### config.mk
export PLATFORM = sky130hd
export DESIGN_NAME = me_scheduler
export DESIGN_NICKNAME = d
export VERILOG_FILES = /design/src/rtl/me_scheduler_pkg.sv /design/src/rtl/me_scheduler_addr_gen.sv /design/src/rtl/me_scheduler.sv
export SDC_FILE = /design/constraint.sdc
export NUM_CORES = 1
export LEC_CHECK = 0
export CAP_MARGIN = 15
export CORE_MARGIN = 5
export CORE_UTILIZATION = 30
export DETAILED_ROUTE_END_ITERATION = 6
export GPL_ROUTABILITY_DRIVEN = 1
export SETUP_SLACK_MARGIN = 0.2
export SLEW_MARGIN = 10
export SYNTH_ARGS = -nofsm -noshare
export SYNTH_HDL_FRONTEND = slang
export SYNTH_SLANG_ARGS = --single-unit
### constraint.sdc
create_clock -name i_clk -period 4.7 [get_ports i_clk]
set_clock_uncertainty 0.2 [all_clocks]
set_input_delay 0.47 -clock i_clk [delete_from_list [all_inputs] [get_ports i_clk]]
set_output_delay 0.47 -clock i_clk [all_outputs]
set_load 0.01 [all_outputs]
### src/rtl/me_scheduler_pkg.sv
// Shared definitions for the motion-estimation block scheduler:
// sequencer state encoding, pixel/result widths and block-size derived constants.
package me_scheduler_pkg;

    typedef enum logic [2:0] {
        S_IDLE   = 3'd0,
        S_STREAM = 3'd1,
        S_WAIT   = 3'd2,
        S_OUT    = 3'd3,
        S_DONE   = 3'd4
    } state_t;

    localparam int PIX_W = 8;
    localparam int RES_W = 8;

    function automatic int bs_sq(input int bs);
        return bs * bs;
    endfunction

    function automatic int bs_cube(input int bs);
        return bs * bs * bs;
    endfunction

endpackage

### src/rtl/me_scheduler_addr_gen.sv
// Block/pixel walker: t, bx, by counters and the current/reference address arithmetic.
module me_addr_gen
    import me_scheduler_pkg::*;
#(
    parameter int BLK_SIZE = 4,
    parameter int FRAME_W  = 16,
    parameter int FRAME_H  = 16,
    parameter int ADDR_W   = 8
) (
    input  logic              i_clk,
    input  logic              i_rst_n,
    input  logic              i_clear,
    input  logic              i_step,
    input  logic              i_next_blk,
    output logic              o_t_first,
    output logic              o_t_last,
    output logic              o_blk_last,
    output logic [ADDR_W-1:0] o_cur_addr,
    output logic [ADDR_W-1:0] o_ref_addr,
    output logic [ADDR_W-1:0] o_blk_idx
);

    localparam int BS_SQ   = bs_sq(BLK_SIZE);
    localparam int BS_CUBE = bs_cube(BLK_SIZE);
    localparam int NBX     = FRAME_W / BLK_SIZE;
    localparam int NBY     = FRAME_H / BLK_SIZE;
    localparam int T_W     = $clog2(BS_CUBE) + 1;
    localparam int BX_W    = $clog2(NBX) + 1;
    localparam int BY_W    = $clog2(NBY) + 1;

    localparam logic [31:0] BS_U  = 32'(BLK_SIZE);
    localparam logic [31:0] SQ_U  = 32'(BS_SQ);
    localparam logic [31:0] FW_U  = 32'(FRAME_W);
    localparam logic [31:0] NBX_U = 32'(NBX);

    logic [T_W-1:0]  r_t;
    logic [BX_W-1:0] r_bx;
    logic [BY_W-1:0] r_by;

    logic        w_bx_last;
    logic        w_by_last;
    logic [31:0] w_t32;
    logic [31:0] w_x;
    logic [31:0] w_y;
    logic [31:0] w_z;
    logic [31:0] w_y_ref;
    logic [31:0] w_row_base;
    logic [31:0] w_col;

    assign w_bx_last  = (r_bx == BX_W'(NBX - 1));
    assign w_by_last  = (r_by == BY_W'(NBY - 1));
    assign o_t_first  = (r_t == '0);
    assign o_t_last   = (r_t == T_W'(BS_CUBE - 1));
    assign o_blk_last = w_bx_last && w_by_last;

    always_ff @(posedge i_clk or negedge i_rst_n) begin
        if (!i_rst_n) begin
            r_t  <= '0;
            r_bx <= '0;
            r_by <= '0;
        end else if (i_clear) begin
            r_t  <= '0;
            r_bx <= '0;
            r_by <= '0;
        end else begin
            if (i_step) begin
                r_t <= o_t_last ? '0 : r_t + 1'b1;
            end
            if (i_next_blk) begin
                if (w_bx_last) begin
                    r_bx <= '0;
                    r_by <= w_by_last ? '0 : r_by + 1'b1;
                end else begin
                    r_bx <= r_bx + 1'b1;
                end
            end
        end
    end

    // Power-of-two block edge: the divides and modulos reduce to bit slices.
    assign w_t32      = 32'(r_t);
    assign w_x        = w_t32 % BS_U;
    assign w_y        = (w_t32 / BS_U) % BS_U;
    assign w_z        = w_t32 / SQ_U;
    assign w_y_ref    = (w_y + w_z) % BS_U;
    assign w_row_base = 32'(r_by) * BS_U;
    assign w_col      = 32'(r_bx) * BS_U + w_x;

    assign o_cur_addr = ADDR_W'((w_row_base + w_y) * FW_U + w_col);
    assign o_ref_addr = ADDR_W'((w_row_base + w_y_ref) * FW_U + w_col);
    assign o_blk_idx  = ADDR_W'(32'(r_by) * NBX_U + 32'(r_bx));

endmodule

### src/rtl/me_scheduler.sv
// Frame sequencer for one ME PE row: streams block pixels, collects per-block results.
// Optional WAIT-state watchdog is built only when ME_TIMEOUT_EN is defined.
module me_scheduler
    import me_scheduler_pkg::*;
#(
    parameter int BLK_SIZE = 4,
    parameter int FRAME_W  = 16,
    parameter int FRAME_H  = 16,
    parameter int ADDR_W   = 8,
    parameter int TIMEOUT  = 1023
) (
    input  logic              i_clk,
    input  logic              i_rst_n,
    input  logic              i_go,
    output logic              o_busy,
    output logic              o_rd_en,
    output logic [ADDR_W-1:0] o_cur_addr,
    output logic [ADDR_W-1:0] o_ref_addr,
    input  logic [PIX_W-1:0]  i_cur_data,
    input  logic [PIX_W-1:0]  i_ref_data,
    input  logic [PIX_W-1:0]  i_ref2_data,
    output logic [PIX_W-1:0]  o_row_c,
    output logic [PIX_W-1:0]  o_row_p,
    output logic [PIX_W-1:0]  o_row_pp,
    output logic              o_row_start,
    input  logic              i_row_done,
    input  logic [RES_W-1:0]  i_row_mme,
    input  logic [RES_W-1:0]  i_row_mi,
    input  logic [RES_W-1:0]  i_row_mj,
    output logic              o_res_valid,
    input  logic              i_res_ready,
    output logic [ADDR_W-1:0] o_res_blk,
    output logic [RES_W-1:0]  o_res_mme,
    output logic [RES_W-1:0]  o_res_mi,
    output logic [RES_W-1:0]  o_res_mj,
    output logic              o_err
);

    state_t r_state;
    state_t w_next;

    logic              w_rd_en;
    logic              w_clear;
    logic              w_next_blk;
    logic              w_capture;
    logic              w_to_hit;
    logic              w_t_first;
    logic              w_t_last;
    logic              w_blk_last;
    logic [ADDR_W-1:0] w_blk_idx;

    logic              r_rd_d1;
    logic              r_first_d1;
    logic [PIX_W-1:0]  r_row_c;
    logic [PIX_W-1:0]  r_row_p;
    logic [PIX_W-1:0]  r_row_pp;
    logic              r_row_start;
    logic [ADDR_W-1:0] r_res_blk;
    logic [RES_W-1:0]  r_res_mme;
    logic [RES_W-1:0]  r_res_mi;
    logic [RES_W-1:0]  r_res_mj;

    me_addr_gen #(
        .BLK_SIZE (BLK_SIZE),
        .FRAME_W  (FRAME_W),
        .FRAME_H  (FRAME_H),
        .ADDR_W   (ADDR_W)
    ) u_addr_gen (
        .i_clk      (i_clk),
        .i_rst_n    (i_rst_n),
        .i_clear    (w_clear),
        .i_step     (w_rd_en),
        .i_next_blk (w_next_blk),
        .o_t_first  (w_t_first),
        .o_t_last   (w_t_last),
        .o_blk_last (w_blk_last),
        .o_cur_addr (o_cur_addr),
        .o_ref_addr (o_ref_addr),
        .o_blk_idx  (w_blk_idx)
    );

    always_ff @(posedge i_clk or negedge i_rst_n) begin
        if (!i_rst_n) begin
            r_state <= S_IDLE;
        end else begin
            r_state <= w_next;
        end
    end

    always_comb begin
        w_next     = r_state;
        w_clear    = 1'b0;
        w_next_blk = 1'b0;
        w_capture  = 1'b0;
        case (r_state)
            S_IDLE: begin
                if (i_go) begin
                    w_next  = S_STREAM;
                    w_clear = 1'b1;
                end
            end
            S_STREAM: begin
                if (w_t_last) begin
                    w_next = S_WAIT;
                end
            end
            S_WAIT: begin
                if (i_row_done) begin
                    w_capture = 1'b1;
                    w_next    = S_OUT;
                end else if (w_to_hit) begin
                    w_next = S_IDLE;
                end
            end
            S_OUT: begin
                if (i_res_ready) begin
                    w_next_blk = 1'b1;
                    w_next     = w_blk_last ? S_DONE : S_STREAM;
                end
            end
            S_DONE:  w_next = S_IDLE;
            default: w_next = S_IDLE;
        endcase
    end

    assign w_rd_en     = (r_state == S_STREAM);
    assign o_rd_en     = w_rd_en;
    assign o_busy      = (r_state != S_IDLE);
    assign o_res_valid = (r_state == S_OUT);

    // Memory data lands one cycle after rd_en; register it once more for the row.
    always_ff @(posedge i_clk or negedge i_rst_n) begin
        if (!i_rst_n) begin
            r_rd_d1     <= 1'b0;
            r_first_d1  <= 1'b0;
            r_row_c     <= '0;
            r_row_p     <= '0;
            r_row_pp    <= '0;
            r_row_start <= 1'b0;
        end else begin
            r_rd_d1     <= w_rd_en;
            r_first_d1  <= w_rd_en && w_t_first;
            r_row_start <= r_first_d1;
            if (r_rd_d1) begin
                r_row_c  <= i_cur_data;
                r_row_p  <= i_ref_data;
                r_row_pp <= i_ref2_data;
            end
        end
    end

    assign o_row_c     = r_row_c;
    assign o_row_p     = r_row_p;
    assign o_row_pp    = r_row_pp;
    assign o_row_start = r_row_start;

    always_ff @(posedge i_clk or negedge i_rst_n) begin
        if (!i_rst_n) begin
            r_res_blk <= '0;
            r_res_mme <= '0;
            r_res_mi  <= '0;
            r_res_mj  <= '0;
        end else if (w_capture) begin
            r_res_blk <= w_blk_idx;
            r_res_mme <= i_row_mme;
            r_res_mi  <= i_row_mi;
            r_res_mj  <= i_row_mj;
        end
    end

    assign o_res_blk = r_res_blk;
    assign o_res_mme = r_res_mme;
    assign o_res_mi  = r_res_mi;
    assign o_res_mj  = r_res_mj;

`ifdef ME_TIMEOUT_EN
    localparam int TO_W = $clog2(TIMEOUT + 1);

    logic [TO_W-1:0] r_to_cnt;
    logic            r_err;

    assign w_to_hit = (r_to_cnt == '0);

    always_ff @(posedge i_clk or negedge i_rst_n) begin
        if (!i_rst_n) begin
            r_to_cnt <= '0;
            r_err    <= 1'b0;
        end else begin
            r_to_cnt <= (r_state == S_WAIT) ? r_to_cnt - 1'b1 : TO_W'(TIMEOUT - 1);
            if ((r_state == S_WAIT) && !i_row_done && w_to_hit) begin
                r_err <= 1'b1;
            end
        end
    end

    assign o_err = r_err;
`else
    assign w_to_hit = 1'b0;
    // No watchdog: the comparison is constant false for any legal TIMEOUT.
    assign o_err    = (TIMEOUT < 0);
`endif

endmodule
# ---- Word level (Yosys, flattened, before mapping)
# Index checks and enable logic that the tools add are counted.
dict set report totals {
  elab_cells 66
  ff_bits 75
  in_bits 53
  out_inout_bits 77
}
dict set report classes {
  addsub 10
  muxes 22
  reduce_logical 10
  n_eq_ne 10
}
# operator count
set op_table {}
lappend op_table {{two-way mux 3 bit} 12}
lappend op_table {{two-way mux 7 bit} 3}
lappend op_table {{adder 8 bit} 2}
lappend op_table {{equality test 3 x 2 -> 1 bit, second input constant} 4}
lappend op_table {{case mux 3 bit (4 select lines)} 1}
lappend op_table {{adder 4 x 2 -> 4 bit} 2}
lappend op_table {{adder 7 x 1 -> 7 bit, second input constant} 1}
lappend op_table {{equality test 7 x 6 -> 1 bit, second input constant} 1}
lappend op_table {{zero test 7 bit} 1}
lappend op_table {{adder 3 x 1 -> 3 bit, second input constant} 2}
lappend op_table {{adder 5 x 2 -> 6 bit} 1}
lappend op_table {{adder 5 x 3 -> 6 bit} 1}
lappend op_table {{two-way mux 1 bit} 6}
lappend op_table {{nonzero test 2 bit} 3}
lappend op_table {{!= test 2 x 1 -> 1 bit, second input constant} 2}
lappend op_table {{!= test 2 bit, second input constant} 2}
lappend op_table {{AND reduction 4 bit} 1}
lappend op_table {{equality test 3 x 1 -> 1 bit, second input constant} 1}
lappend op_table {{zero test 3 bit} 1}
lappend op_table {{nonzero test 3 bit} 1}
lappend op_table {{adder 2 bit} 1}
lappend op_table {{logical AND 1 bit} 2}
lappend op_table {{AND reduction 2 bit} 1}

# ---- Longest topological paths before layout
# Gate-level depths: netlist of the first run.
dict set report depth {
  word_depth 5
  mapped_depth 7
}

# ---- By module
# From an unflattened synthesis of the first run, not the netlist that was laid out.
dict set report hier_totals {
  cells_unflattened 246
  area_unflattened_um2 3510.9
}
# mod area_each_um2 cells_each n_inst
set modules_own_cells {}
lappend modules_own_cells {me_scheduler 2519.9 146 1}
lappend modules_own_cells {me_addr_gen 991.0 100 1}

# ---- Least setup slack after synthesis of the first run
# No wires, ideal clock.
dict set report synth_timing {
  kind {register -> output}
  startpoint {reg u_addr_gen.r_t[2]}
  endpoint {out o_ref_addr[6]}
  stages_incl_launch_ff 6
  slack_ns 2.661
  t_arrival_ns 1.369
  path_buffers 0
  required_ns 4.030
  path_cell_list {dfrtp_1 -> ha_1 -> xnor2_1 -> xnor2_1 -> ha_1 -> xor2_1}
}
dict set report synth_via {
  elab_chain_len 3
}
# item line
set synth_rtl {}
lappend synth_rtl {{start: declaration} me_scheduler_addr_gen.sv:36} ;# logic [T_W-1:0] r_t;
lappend synth_rtl {{start signal: assignment} me_scheduler_addr_gen.sv:67} ;# r_t <= o_t_last ? '0 : r_t + 1'b1;
lappend synth_rtl {{adder 2 bit} me_scheduler_addr_gen.sv:85} ;# assign w_y_ref = (w_y + w_z) % BS_U;
lappend synth_rtl {{adder 4 x 2 -> 4 bit} me_scheduler_addr_gen.sv:90} ;# assign o_ref_addr = ADDR_W'((w_row_base + w_y_ref) * FW_U + w_col);
lappend synth_rtl {{adder 8 bit} me_scheduler_addr_gen.sv:90}
lappend synth_rtl {{end: declaration} me_scheduler.sv:18} ;# output logic [ADDR_W-1:0] o_ref_addr,
# No other way between the ends.

# ---- Worst setup path after layout of the first run
# Same ends and word-level chain as after synthesis.

==> results of run 1 <==
-- worst max path at each step --
stage | cells past startpoint | slack (ps) | to | startpoint
3_3_place_gp | 6 | 2140 | o_ref_addr[6] | u_addr_gen.r_t[2]$_DFFE_PN0P_
4_1_cts | 6 | 1750 | o_ref_addr[6] | u_addr_gen.r_t[2]$_DFFE_PN0P_
2_1_floorplan | 5 | 2660 | o_ref_addr[6] | u_addr_gen.r_t[2]$_DFFE_PN0P_
3_5_place_dp | 6 | 2130 | o_ref_addr[6] | u_addr_gen.r_t[2]$_DFFE_PN0P_
5_1_grt | 6 | 1640 | o_ref_addr[7] | u_addr_gen.r_t[2]$_DFFE_PN0P_
6_report | 6 | 1790 | o_ref_addr[6] | u_addr_gen.r_t[2]$_DFFE_PN0P_
-- layer usage --
| layer | track usage, % | routed length [µm] | vias to the layer above |
|---|---|---|---|
| met5 | 0 | 0 | - |
| met4 | 5.23 | 159 | 0 |
| met3 | 3.01 | 468 | 14 |
| met2 | 17.6 | 3450 | 73 |
| met1 | 14.9 | 3200 | 1101 |
| li1 | - | - | 1097 |
-- synth_stat cells --
cell,count
nand2_1,17
conb_1,1
nor4_1,2
nor2b_1,2
o21bai_1,1
and2b_2,1
nor2_1,8
clkinv_8,1
nor3_1,4
ha_1,11
buf_6,2
nand3b_1,1
nand4b_1,1
and2_1,1
a211oi_1,2
nor4b_4,1
o2111ai_1,1
and2_2,1
a21oi_1,8
clkbuf_4,1
clkbuf_1,4
mux2_1,1
and4_1,1
nand3_1,6
or3b_1,1
nor3b_1,1
buf_2,1
dfrtp_1,73
a41o_2,1
buf_4,15
o31ai_1,2
o21ai_0,6
nor4bb_1,1
xnor2_1,5
clkbuf_2,1
nand2b_1,1
nor2_4,1
mux2_2,51
a22oi_1,1
nand4_1,1
a21o_1,1
xor2_1,2
inv_1,4
and3_1,2
-- final cells by class --
cell class | instances | area, µm²
fillers | 1022 | 6020
flip-flops and latches | 73 | 1830
repair buffers | 127 | 1270
multi-input cells | 150 | 1260
well taps | 140 | 175
clock buffers | 10 | 128
clock inverters | 6 | 45.0
inverters | 5 | 31.3
-- kinds of logic after synthesis --
kind of cell / after synthesis / share of synthesized area (%)
adders and majority gates: 11 / 4.22
and+or+nand+nor: 54 / 9.29
buffers and inverters: 29 / 6.10
xor gates and xnor gates: 7 / 1.88
AOI/OAI and AO/OA: 23 / 4.38
muxes: 52 / 18.0
other: 1 / 0.115
DFF: 73 / 56.0
-- power by group through the flow --
| stage | sequential (mW) | clock [mW] | combinational, mW |
|---|---|---|---|
| final | 0.787 | 0.428 | 0.489 |
| after global routing | 0.802 | 0.477 | 0.535 |
| after CTS | 0.789 | 0.454 | 0.501 |
| after detailed placement | 0.801 | 0 | 0.499 |
| after global placement | 0.796 | 0 | 0.495 |
| after floorplan | 0.771 | 0 | 0.288 |
-- registers in the layout (all words and copies together) (netlist names) --
name	cells
u_addr_gen.r_by	3
o_res_blk	6
o_row_p	8
r_rd_d1	1
o_row_pp	8
r_first_d1	1
o_res_mj	8
o_res_mi	8
u_addr_gen.r_bx	3
u_addr_gen.r_t	7
r_state	3
o_row_c	8
o_res_mme	8
o_row_start	1
-- per-stage QoR --
step	util [%]	cell area, µm²	power [mW]	hold WS (ps)	setup slack (ps)
finish	44.0	4730	1.70	61.7	1790
global route	44.0	4730	1.81	165	1640
CTS	44.0	4730	1.74	89.3	1750
detailed placement	42.4	4560	1.30	147	2130
global placement	42.4	4560	1.29	134	2140
floorplan	-	3270	1.06	-25.6	2660
==> flow_metrics.py, run 1 <==
metrics = {
    "status": {
        "outcome": "finished clean",
    },
    "routing": {
        "drt_wl_total_mm": 7.28,
        "drt_iter0_drc": 36,
        "dr.pass1.iters": 4,
        "vias": 2285,
        "avgViaCountPerCell": 4.47,
        "ant_nets": 0,
        "drc": 0,
        "routedWlPerCell_um": 14.2,
    },
    "sta": {
        "hold_viol": 0,
        "relSlewSlack_pct": 35.6,
        "fin_crit_sh_pct": 61.8,
        "setup_violations": 0,
        "fmax_mhz": 344,
        "slew_viol_final": 0,
        "fin_crit_ps": 2910,
        "max_slew.worst_pin.slew_ps": 965,
        "finalSetupTns_ps": 0,
        "rsz0062_at_grt": "no",
    },
    "worst_setup_path": {
        "cp_cell_sequence": "ha_1 -> xnor2_1 -> xnor2_1 -> ha_1 -> xor2_1 -> clkdlybuf4s50_1",
        "cp_max_fo": 8,
        "critical_path.max_stage_delay_ps": 550,
        "ff2ff_setup_slack_ps": 2710,
        "start_kind": "flop",
        "worstPathArrival_ps": 2240,
        "cp.required_ps": 4030,
        "slowest_stage": "clkdlybuf4s50_1",
        "critical_path.n_buffers_inverters": 1,
        "crit_family": "buffers and inverters",
        "reg2reg_to": "u_addr_gen.r_t[2]$_DFFE_PN0P_",
        "worstSetupPathType": "reg -> out",
        "timing.rr.start": "r_state[0]$_DFFE_PN0P_",
        "endpoint_kind": "primary output",
        "r2r_cells": 5,
    },
    "floorplan": {
        "initial_utilization_pct": 30.3,
        "die-area_mm2": 0.0130,
        "coreArea_mm2": 0.0107,
        "dieWidth_um": 114,
        "die_h_um": 114,
        "rows": 38,
        "io_pins": 130,
    },
    "global_routing": {
        "grt_pass1_vias": 2347,
        "grt_max_degree": 74,
        "grtUsageTotal_pct": 11.4,
        "antenna_found_initial": 0,
        "overflow": 0,
        "grt_pass1_wl_mm": 11.8,
    },
    "logic_synthesis": {
        "yosysUniqueCellTypes": 44,
        "ys_seq_elements": 73,
        "synth_top_area_share_pct": 56.0,
        "yosysWarningCount": 0,
        "syn_avg_cell_area_um2": 13.0,
        "syn_inst": 250,
        "yosys.area.top_type": "dfrtp_1",
        "synth_seq_area_share_pct": 56.0,
        "yosys-top-cells-area": "dfrtp_1, mux2_2, ha_1",
        "syn_area_mm2": 0.00326,
    },
    "power": {
        "p_per_area_mw_per_mm2": 360,
        "p_switching_uw": 519,
        "p_seq_share_pct": 46.2,
        "pwr-share-comb_pct": 28.7,
        "switching_share_pct": 30.5,
        "clkPwrFrac_pct": 25.1,
        "p_int_mw": 1.19,
        "p_leak_nw": 2.08,
        "irDropWorstVdd_uv": 218,
    },
    "place": {
        "dp_hpwl_mm": 5.43,
        "routabilityCongestion": 0.887,
        "placed_cells": 495,
        "port_buffers": 126,
    },
    "clock_tree": {
        "cts_buffers": 9,
        "htreeDepth": 3,
        "clock_latency_ps": 340,
        "post_cts.repair.setup_buffers": 0,
        "cts.sinks": 73,
        "cts_tree": "done",
        "clk_pin_slew_ps": 80,
        "cts_hold_buffers": 0,
        "clock_path_buffers": 2,
        "postCtsResizedCells": 0,
        "root_buffer": "clkbuf_8",
    },
    "finish": {
        "final_common_cell": "clkdlybuf4s50_1",
        "drive_gt1_share_pct": 20.2,
        "area_growth_pct": 45.1,
        "instances_no_fill": 511,
        "fin_nets": 430,
        "antenna_cells": 0,
        "final_cell_mix": "clkdlybuf4s50_1, dfrtp_1, mux2_2, nand2_1, ha_1",
    },
    "hold_path": {
        "hold_class": "in -> async",
    },
    "run": {
        "max-cap-violations": 0,
    },
}
Power figures use the tool's default switching activity.
==> run 2: changes to the inputs <==
Clock period 4.7 ns to 2.71 ns, I/O delays scaled along.
==> run 2 against run 1 <==
Against the previous run: cell count grew 0.78%; critical path depth decreased by 3; count of clock-buffer cells in the layout decreased by 1; critical endpoint is now o_rd_en; highest routed layer unchanged.
==> flow_metrics.py, run 2 (synthesized netlist as in run 1, its figures left out) <==
metrics = {
    "routing": {
        "dr.pass1.iters": 4,
        "drc": 0,
        "ant_nets": 0,
        "drt_wl_total_mm": 7.40,
        "drt_iter0_drc": 59,
        "wl_met2_mm": 3.59,
        "dr.max_layer_used": "met4",
        "wl_met3_um": 479,
        "vias": 2303,
        "m1WireLength_mm": 3.19,
        "routedWlPerCell_um": 14.4,
        "avgViaCountPerCell": 4.47,
    },
    "clock_tree": {
        "root_buffer": "clkbuf_8",
        "cts_tree": "done",
        "cts_buffers": 9,
        "clock_latency_ps": 330,
        "clock_path_buffers": 2,
        "cts.sinks": 73,
        "clk_pin_slew_ps": 80,
        "htreeDepth": 3,
    },
    "finish": {
        "antenna_cells": 0,
        "fin_util_pct": 44.7,
        "instances_no_fill": 515,
        "fin_nets": 434,
        "ff_latch_area_mm2": 0.00183,
        "final_common_cell": "clkdlybuf4s50_1",
        "n_fill_cell": 1033,
        "area_growth_pct": 47.3,
        "final_cell_mix": "clkdlybuf4s50_1, dfrtp_1, mux2_2, nand2_1, ha_1",
        "drive_gt1_share_pct": 22.4,
        "final_cell_area_mm2": 0.00480,
        "multi_input_area_mm2": 0.00126,
    },
    "sta": {
        "fin_crit_ps": 2420,
        "relSlewSlack_pct": 38.7,
        "hold_viol": 0,
        "rsz0062_at_grt": "no",
        "fin_crit_sh_pct": 89.2,
        "finalSetupTns_ps": 0,
        "slew_viol_final": 0,
        "setup_violations": 0,
        "max_slew.worst_pin.slew_ps": 920,
        "fmax_mhz": 414,
    },
    "power": {
        "p_seq_share_pct": 43.5,
        "switching_share_pct": 29.7,
        "power_mw": 3.06,
        "p_int_mw": 2.15,
        "clkPwrFrac_pct": 27.1,
        "p_per_area_mw_per_mm2": 638,
        "irDropWorstVdd_uv": 370,
        "pwr-share-comb_pct": 29.4,
        "p_switching_uw": 909,
        "p_leak_nw": 2.14,
    },
    "floorplan": {
        "die_h_um": 114,
        "coreArea_mm2": 0.0107,
        "die-area_mm2": 0.0130,
        "rows": 38,
        "io_pins": 130,
        "initial_utilization_pct": 30.3,
        "dieWidth_um": 114,
    },
    "place": {
        "routabilityCongestion": 0.874,
        "dpl_cell_area_mm2": 0.00458,
        "placed_cells": 496,
        "dp_hpwl_mm": 5.38,
        "port_buffers": 126,
    },
    "worst_setup_path": {
        "cp.required_ps": 2240,
        "critical_path.max_stage_delay_ps": 530,
        "cp_max_fo": 11,
        "slowest_stage": "clkdlybuf4s50_1",
        "worstPathArrival_ps": 1950,
        "cp_cell_sequence": "or3b_4 -> clkinv_8 -> clkdlybuf4s50_1",
        "worstSetupPathType": "reg -> out",
        "endpoint_kind": "primary output",
        "start_kind": "flop",
        "r2r_cells": 5,
    },
    "global_routing": {
        "grt_pass1_vias": 2489,
        "antenna_found_initial": 0,
        "overflow": 0,
        "grt_max_degree": 74,
        "grt_pass1_wl_mm": 12.2,
        "grtUsageTotal_pct": 11.7,
    },
    "hold_path": {
        "hold_class": "reg -> reg",
        "hold_depth": 0,
    },
    "run": {
        "max-cap-violations": 0,
    },
    "status": {
        "outcome": "finished clean",
    },
}
run 2: cell types whose count changed in the layout (fill, tap and decap cells not counted), moves of 2 or more:
cell	previous run	this run
clkdlybuf4s50_1	125	121
dfrtp_1	73	69
dfrtp_2	0	4
dlygate4sd2_1	0	3
buf_4	2	4
run 2: worst paths after layout:
| path | from | slack [ps] | endpoint |
|---|---|---|---|
| max | r_state[1]$_DFFE_PN0P_ | 290 | o_rd_en |
| min | r_first_d1$_DFF_PN0_ | 150 | o_row_start$_DFF_PN0_ |
| max reg2reg | u_addr_gen.r_t[0]$_DFFE_PN0P_ | 720 | r_state[0]$_DFFE_PN0P_ |
| min reg2reg | r_first_d1$_DFF_PN0_ | 150 | o_row_start$_DFF_PN0_ |
| max in group asynchronous | i_rst_n | 1240 | r_state[0]$_DFFE_PN0P_ |
| min in group asynchronous | i_rst_n | 400 | o_row_c[7]$_DFFE_PN0P_ |
run 2: final cells by class:
type	count	area share, %
clock inverters	7	1.49
clock buffers	9	2.58
multi-input cells	150	26.2
inverters	5	0.651
flip-flops and latches	73	38.1
well taps	140	3.65
repair buffers	131	27.3
run 2: what timing repair did:
| item | 4_1_cts | 5_1_grt |
|---|---|---|
| buffers inserted | 2 | 0 |
| gates resized for setup | 6 | 3 |
| pin swaps | 1 | 1 |
| endpoints found under the hold margin | 73 | 0 |
| endpoints found under the setup margin | 4 | 4 |
| hold buffers | 1 | 0 |
run 2: critical path: cells and delay by family, from the launching register on:
kind	cells	cell delay (ps)
buffers and inverters	2	630
flip-flops	1	490
AND/OR/NAND/NOR	1	490
run 2: power by group through the flow:
| stage | sequential [mW] | combinational, mW | clock (mW) |
|---|---|---|---|
| detailed placement | 1.37 | 0.888 | 0 |
| finish | 1.33 | 0.901 | 0.831 |
| CTS | 1.33 | 0.917 | 0.871 |
| global placement | 1.36 | 0.881 | 0 |
| floorplan | 1.34 | 0.500 | 0 |
| global route | 1.36 | 0.997 | 0.912 |
run 2: per-stage QoR:
step	hold WS (ps)	setup slack, ps
floorplan	-225	870
global placement	134	348
detailed placement	135	329
CTS	154	222
global route	160	201
finish	152	293
run 2: layer usage:
metal  global-route usage [%]  up-vias
met4                     4.35        0
met3                     3.22       12
met5                        0        -
li1                         -     1108
met2                     19.5       76
met1                     14.5     1107
